### config.mk
export PLATFORM = sky130hd
export DESIGN_NAME = ctrl_datapath_flat
export DESIGN_NICKNAME = d
export VERILOG_FILES = /design/src/rtl/ctrl_datapath_if.sv /design/src/rtl/ctrl_datapath.sv /design/src/flat_wrapper.sv
export SDC_FILE = /design/constraint.sdc
export NUM_CORES = 1
export LEC_CHECK = 0
export ABC_AREA = 1
export CAP_MARGIN = 0
export CELL_PAD_IN_SITES_DETAIL_PLACEMENT = 0
export CELL_PAD_IN_SITES_GLOBAL_PLACEMENT = 1
export CORE_MARGIN = 5
export CORE_UTILIZATION = 35
export CTS_CLUSTER_DIAMETER = 100
export DETAILED_ROUTE_END_ITERATION = 7
export GPL_TIMING_DRIVEN = 0
export HOLD_SLACK_MARGIN = 0.05
export PLACE_DENSITY = 0.75
export REMOVE_ABC_BUFFERS = 1
export SLEW_MARGIN = 10
export SYNTH_ARGS = -nofsm -noshare
export SYNTH_HDL_FRONTEND = slang
export SYNTH_SLANG_ARGS = --single-unit
### constraint.sdc
create_clock -name clk -period 4.2 [get_ports clk]
set_input_delay 0.63 -clock clk [delete_from_list [all_inputs] [get_ports clk]]
set_output_delay 0.63 -clock clk [all_outputs]
set_load 0.02 [all_outputs]
### src/rtl/ctrl_datapath_if.sv
// Bus between the sequencing controller and ctrl_datapath: register load enables, mux/op
// selects and operands toward the datapath; registered result and status back.
interface ctrl_datapath_if #(
    parameter int unsigned WIDTH = 8,
    parameter int unsigned CNT_W = 4
);
    logic [2:0]       load;
    logic [4:0]       m;
    logic [WIDTH-1:0] din_a;
    logic [WIDTH-1:0] din_b;
    logic [WIDTH-1:0] dout;
    logic             dout_valid;
    logic             zero;
    logic             neg;
    logic [CNT_W-1:0] res_cnt;
    logic             err;

    modport master (
        output load, m, din_a, din_b,
        input  dout, dout_valid, zero, neg, res_cnt, err
    );

    modport slave (
        input  load, m, din_a, din_b,
        output dout, dout_valid, zero, neg, res_cnt, err
    );
endinterface

### src/rtl/ctrl_datapath.sv
// Three-register datapath with ALU, registered result/flags, saturating result counter and
// sticky protocol-error flag, driven by the sequencing controller's load/m selects.
module ctrl_datapath #(
    parameter int unsigned WIDTH = 8,
    parameter int unsigned CNT_W = 4
) (
    input logic            clk,
    input logic            rst,
    ctrl_datapath_if.slave bus
);
    logic [WIDTH-1:0] r0_q, r1_q, r2_q;
    logic [WIDTH-1:0] alu;
    logic [WIDTH-1:0] mux0, mux1, mux2;
    logic             dout_valid_q, zero_q, neg_q, err_q, err_d;
    logic             rst_prev_q;
    logic [CNT_W-1:0] res_cnt_q;

    always_comb begin
        alu = '0;
        unique case ({bus.m[4], bus.m[3]})
            2'b00: alu = r0_q + r1_q;
            2'b01: alu = r0_q - r1_q;
            2'b10: alu = r0_q;
            2'b11: alu = r0_q ^ r1_q;
            default: alu = '0;
        endcase
    end

    assign mux0 = bus.m[0] ? alu  : bus.din_a;
    assign mux1 = bus.m[1] ? r0_q : bus.din_b;
    assign mux2 = bus.m[2] ? r1_q : alu;

    // Chained R0->R1 copy with R0<=alu, or any load in the first post-reset cycle.
    always_comb begin
        err_d = err_q;
        if (bus.load[1] && bus.m[1] && bus.load[0] && bus.m[0]) begin
            err_d = 1'b1;
        end
        if ((bus.load != 3'b000) && rst_prev_q) begin
            err_d = 1'b1;
        end
    end

    always_ff @(posedge clk) begin
        if (rst) begin
            r0_q         <= '0;
            r1_q         <= '0;
            r2_q         <= '0;
            dout_valid_q <= 1'b0;
            zero_q       <= 1'b0;
            neg_q        <= 1'b0;
            res_cnt_q    <= '0;
            err_q        <= 1'b0;
            rst_prev_q   <= 1'b1;
        end else begin
            if (bus.load[0]) r0_q <= mux0;
            if (bus.load[1]) r1_q <= mux1;
            if (bus.load[2]) begin
                r2_q   <= mux2;
                zero_q <= (alu == '0);
                neg_q  <= alu[WIDTH-1];
                if (res_cnt_q != {CNT_W{1'b1}}) begin
                    res_cnt_q <= res_cnt_q + 1'b1;
                end
            end
            dout_valid_q <= bus.load[2];
            err_q        <= err_d;
            rst_prev_q   <= 1'b0;
        end
    end

    assign bus.dout       = r2_q;
    assign bus.dout_valid = dout_valid_q;
    assign bus.zero       = zero_q;
    assign bus.neg        = neg_q;
    assign bus.res_cnt    = res_cnt_q;
    assign bus.err        = err_q;
endmodule

### src/flat_wrapper.sv
// flat-port wrapper written by rule: the top's interface ports become plain ports
module ctrl_datapath_flat 
#(
    parameter int unsigned WIDTH = 8,
    parameter int unsigned CNT_W = 4
)
  (clk, rst, bus_load, bus_m, bus_din_a, bus_din_b, bus_dout, bus_dout_valid, bus_zero, bus_neg, bus_res_cnt, bus_err);
  ctrl_datapath_if #(.WIDTH(WIDTH), .CNT_W(CNT_W)) bus_i ();
  input logic clk;
  input logic rst;
  input wire logic [$bits(bus_i.load)-1:0] bus_load;
  input wire logic [$bits(bus_i.m)-1:0] bus_m;
  input wire logic [$bits(bus_i.din_a)-1:0] bus_din_a;
  input wire logic [$bits(bus_i.din_b)-1:0] bus_din_b;
  output wire logic [$bits(bus_i.dout)-1:0] bus_dout;
  output wire logic [$bits(bus_i.dout_valid)-1:0] bus_dout_valid;
  output wire logic [$bits(bus_i.zero)-1:0] bus_zero;
  output wire logic [$bits(bus_i.neg)-1:0] bus_neg;
  output wire logic [$bits(bus_i.res_cnt)-1:0] bus_res_cnt;
  output wire logic [$bits(bus_i.err)-1:0] bus_err;
  assign bus_i.load = bus_load;
  assign bus_i.m = bus_m;
  assign bus_i.din_a = bus_din_a;
  assign bus_i.din_b = bus_din_b;
  assign bus_dout = bus_i.dout;
  assign bus_dout_valid = bus_i.dout_valid;
  assign bus_zero = bus_i.zero;
  assign bus_neg = bus_i.neg;
  assign bus_res_cnt = bus_i.res_cnt;
  assign bus_err = bus_i.err;
  ctrl_datapath #(.WIDTH(WIDTH), .CNT_W(CNT_W)) u_core (.clk(clk), .rst(rst), .bus(bus_i));
endmodule
Word level (Yosys, flattened, before mapping)
Index checks and enable logic that the tools add are counted.

cells by class
  add/subtract/negate cells = 3
  equality and inequality tests = 4
  multiplexer cells = 7
  bitwise logic cells = 1
  reductions and logical operators = 9

operators with widths
  cell                   count
  $pmux W8 S4            1
  $mux W8                3
  $add A8 B8 Y8          1
  $logic_not A8 Y1       1
  $sub A8 B8 Y8          1
  $xor A8 B8 Y8          1
  $add A4 B1 Y4 const B  1
  $eq A2 B2 Y1 const B   2
  $logic_and A1 B1 Y1    4
  $ne A4 B4 Y1 const B   1
  $mux W1                3
  $reduce_bool A3 Y1     1
  $eq A2 B1 Y1 const B   1
  $logic_not A2 Y1       1
  $reduce_and A2 Y1      1
  $reduce_bool A2 Y1     1

word-level totals
  bits in registers = 33
  input bits = 26
  output and inout port bits = 16
  word-level logic and storage cells = 33

Depth between registers and ports, before layout
  depth in word-level cells = 5
  depth in mapped cells = 19
  mapped depth without buffers = 19

Worst setup path after synthesis
Ideal clock, no wire load.

  kind = input to register
  start = input port bus_m[3]
  end = register u_core.r2_q[6] (netlist: u_core.bus.dout[6])
  setup time = 0.134 ns
  data arrival time = 2.250 ns
  required time = 4.066 ns
  slack = 1.816 ns
  stages = 14
  buffers on the path = 1
  cells stage by stage = buf_4 nand2_4 nand2_4 xnor2_1 inv_1 ha_1 a21oi_1 or2_2 nand3_1 nand2_1 nand3_1 nand2_1 o21ai_0 a21oi_1

between the ends
  longest elaborated chain between the ends = 3
  elaborated cells on any way between the ends = 6
  those cells by class = eq/ne (3); mux (2); reduce/logical (1)

ends and longest elaborated chain
  element                                     RTL line             RTL
  start, declared                             flat_wrapper.sv:12   input wire logic [$bits(bus_i.m)-1:0] bus_m;
  $eq A2 B2 Y1, or another cell as far along  ctrl_datapath.sv:20  unique case ({bus.m[4], bus.m[3]})
  $pmux W8 S4 *                               ctrl_datapath.sv:20
  $mux W8 *                                   ctrl_datapath.sv:31  assign mux2 = bus.m[2] ? r1_q : alu;
  end signal, assigned                        ctrl_datapath.sv:59  r2_q <= mux2;
  end, declared                               ctrl_datapath.sv:11  logic [WIDTH-1:0] r0_q, r1_q, r2_q;

Every way passes the cells marked *; elsewhere a longest branch is shown, timed or not.
A chain may end at the register's enable or synchronous reset.

Final worst setup path
  start = input port bus_m[4]
  end = register u_core.r2_q[6] (netlist: u_core.bus.dout[6])

Same word-level chain as after synthesis.

==> summary.txt <==
Run status
  – Status: finished clean

Timing
  – Highest Clock Rate: 321 MHz
  – Setup repair after global routing missed its margin: false
  – Hold Fails Final Rpt: 0
  – Final worst setup slack: 1.08 ns
  – Setup TNS: 0 ns
  – Final worst path period need: 3.12 ns
  – Fin. max-slew vios: 0
  – Period utilization: 74.2%
  – Clk_skew: 0.00486 ns
  – Slew at the pin with the worst max-slew slack: 0.798 ns
  – Slew headroom: 46.6%
  – Setup violators final: 0

Synthesis
  – Synth top area share: 30.3%
  – Main area contributors after synthesis: dfxtp_1 (30%), nand2_1 (15%), inv_1 (9.6%), a21oi_1 (7.8%), nand3_1 (6.2%)
  – Synthesized cell area: 2180 µm²
  – Distinct cell type count after synthesis: 28
  – Mean area per synthesized cell: 6.38 µm²
  – #FFs+latches synth: 33
  – Yosys warnings: 0
  – Most common cell in the netlist: nand2_1
  – Largest area contributor in the netlist: dfxtp_1
  – Post-synth top flop: dfxtp_1
  – Cell count after synthesis: 342
  – Most frequent cells after synthesis: nand2_1 (86), inv_1 (56), a21oi_1 (34)
  – Seq/Total Area, Yosys: 30.3%
  – Asr flop ratio synth: 0%
  – Post-synth EDFFs: 0

Global route
  – Global-route wire length before repair: 10900 µm
  – Number of global-route vias before repair: 2221
  – Largest net degree at the start of global routing: 20
  – Initial antenna violation count: 0
  – All-Layer GR Usage: 17.7%
  – GRT overflow: 0

Placement
  – DP Worst Slack: 0.766 ns
  – Hpwl dp: 4780 µm
  – Placed cells: 445
  – Gpl congestion: 0.807
  – Port bufs: 41
  – Post-DP Area: 2630 µm²

Worst setup path
  – CP max stage cell: clkdlybuf4s50_1
  – CP Cell Sequence: clkdlybuf4s50_1, inv_4, nand2_4, nand2_4, xnor2_1, inv_1, ha_1, a21oi_1, or2_2, nand3_1, nand2_1, nand3_1, nand2_1, o21ai_0, a21oi_1
  – Crit Path Class: input port to flop
  – Slowest stage delay, CP: 0.69 ns
  – R2r worst-path depth: 15
  – CP Buf/Inv Count: 3
  – Cell family with most CP delay: buffers and inverters
  – Worst Path Required: 4.34 ns
  – Critical Path Fanout Max: 10
  – CP Launch Type: input port
  – R2R setup slack: 1.65 ns
  – FF-to-FF Start: u_core.r1_q[0]
  – Arr. time, crit path: 3.26 ns
  – R2R Path End: u_core.bus.dout[6]
  – Worst Setup End Kind: flop

Clocking
  – Hold Buf Count CTS: 0
  – Skew-Pair Late Insertion Delay: 0.29 ns
  – Clock Sinks: 33
  – Post_cts resized: 0
  – Clock H-tree levels: 2
  – Clock transition at path regs: 0.07 ns
  – Root Driver: clkbuf_8
  – CTS tree: done
  – Clock Path Buffers: 2
  – TritonCTS Buffers: 5
  – Post-CTS setup buffer count: 0

Layout
  – Sequential Area: 661 µm²
  – Share of cells above drive strength 1: 3.70%
  – Fillers: 649
  – P&R area growth vs syn: 25.9%
  – Area of the multi-input gates: 1250 µm²
  – N_diodes: 0
  – Fin cells: 453
  – Post-route cell area: 2750 µm²
  – Final Net Count: 413

Floorplanning
  – Die span in y: 89.0 µm
  – Die X: 89.0 µm
  – Core area: 5990 µm²
  – Die area: 7920 µm²
  – Row count: 28
  – Initial Utilization: 36.4%
  – Io pins: 42

Route
  – Via density: 4.96
  – First-pass DRT Iterations: 4
  – Drt drc: 0
  – Vias: 2245
  – Drt total wl: 6360 µm
  – Starting DRT DRC Count: 115
  – Final ANT Viol Nets: 0
  – DR WL/cell: 14.0 µm

Power
  – Leakage dissipation: 1.33 nW
  – Power Density: 361 nW/µm²
  – Design Power: 0.993 mW
  – Peak supply drop: 0.000250 V

Hold path
  – Hold Path Depth: 2
  – Hold path start: u_core.bus.dout[6]
  – HP Class: flop to flop
  – Hold endpoint: u_core.bus.dout[6]

Run
  – MaxCap Viol Count: 0
-- layout make-up --
type / count / share of cell area (%)
clock buffers: 7 / 3.14
repair buffers: 41 / 14.9
clock inverters: 1 / 1.09
flip-flops and latches: 33 / 24.0
well taps: 75 / 3.41
multi-input cells: 239 / 45.5
inverters: 57 / 7.87
-- power by group --
part	leakage [nW]	internal, mW	switching, mW	total (mW)
clock	0.0585	0.194	0.123	0.317
sequential	0.273	0.336	0.0237	0.360
combinational	0.999	0.128	0.189	0.317
-- layout by cell type, fill, tap and decap left out --
cell	netlist	routed
a211oi_1	1	1
a21oi_1	34	34
a21oi_2	2	2
a221oi_1	3	3
a22oi_1	3	3
a31oi_1	1	1
and2_1	1	1
bufinv_16	0	1
clkbuf_1	10	1
clkbuf_8	0	6
clkdlybuf4s50_1	0	41
dfxtp_1	33	33
fa_1	1	1
ha_1	9	9
inv_1	56	56
inv_4	1	1
nand2_1	86	86
nand2_2	1	1
nand2_4	2	2
nand3_1	27	27
nand4_1	3	3
nor2_1	24	24
nor3_1	2	2
o211ai_1	11	11
o21ai_0	17	17
o22ai_1	2	2
or2_2	1	1
xnor2_1	1	1
xor2_1	7	7
-- worst max-delay path by stage --
stage,endpoint,cells after the start,from,slack (ns)
after floorplan,u_core.bus.dout[6],14,bus_m[4],1.89
after global placement,u_core.bus.dout[6],15,bus_m[4],0.80
after detailed placement,u_core.bus.dout[6],15,bus_m[4],0.77
after CTS,u_core.bus.dout[6],15,bus_m[4],1.07
after global routing,u_core.r0_q[6],15,bus_m[4],0.80
final,u_core.bus.dout[6],15,bus_m[4],1.08
-- cell families (layout without fill, tap and decap cells) --
family / Yosys count / after routing / synth area share (%)
simple gates: 147 / 147 / 28.3
xor+xnor: 8 / 8 / 3.21
buf+inv: 70 / 106 / 12.4
flops: 33 / 33 / 30.3
fa+ha+maj: 10 / 10 / 6.07
compound gates: 74 / 74 / 19.7
-- registers in the layout (all words and copies together), names as in the netlist --
| register | count |
|---|---|
| u_core.bus.dout | 8 |
| u_core.r0_q | 8 |
| u_core.r1_q | 8 |
| u_core.bus.res_cnt | 4 |
| u_core.bus.dout_valid | 1 |
| u_core.bus.err | 1 |
| u_core.bus.neg | 1 |
| u_core.bus.zero | 1 |
| u_core.rst_prev_q | 1 |
-- through the flow --
| stage | hold slack [ns] | utilization (%) |
|---|---|---|
| after global routing | 0.500 | 45.9 |
| after detailed placement | 0.456 | 43.9 |
| after floorplan | 0.453 | - |
| after CTS | 0.467 | 45.9 |
| final | 0.465 | 45.9 |
| after global placement | 0.455 | 43.9 |
-- worst register-to-register path, cell delays in order, from the launching register on --
cell     delay [ns]
dfxtp_1        0.36
inv_1          0.10
ha_1           0.14
inv_1          0.04
nor3_1         0.20
nor2_1         0.08
xor2_1         0.15
ha_1           0.35
nand2_1        0.09
or2_2          0.31
nand3_1        0.07
nand2_1        0.05
nand3_1        0.10
nand2_1        0.11
o21ai_0        0.18
a21oi_1        0.08
-- metal layers --
metal | global-route usage (%) | up-vias | wire, µm
li1 | - | 1174 | -
met4 | 4.06 | 0 | 57
met3 | 3.04 | 7 | 258
met5 | 0 | - | 0
met2 | 29.6 | 36 | 2930
met1 | 23.8 | 1028 | 3120
Power figures use the tool's default switching activity.
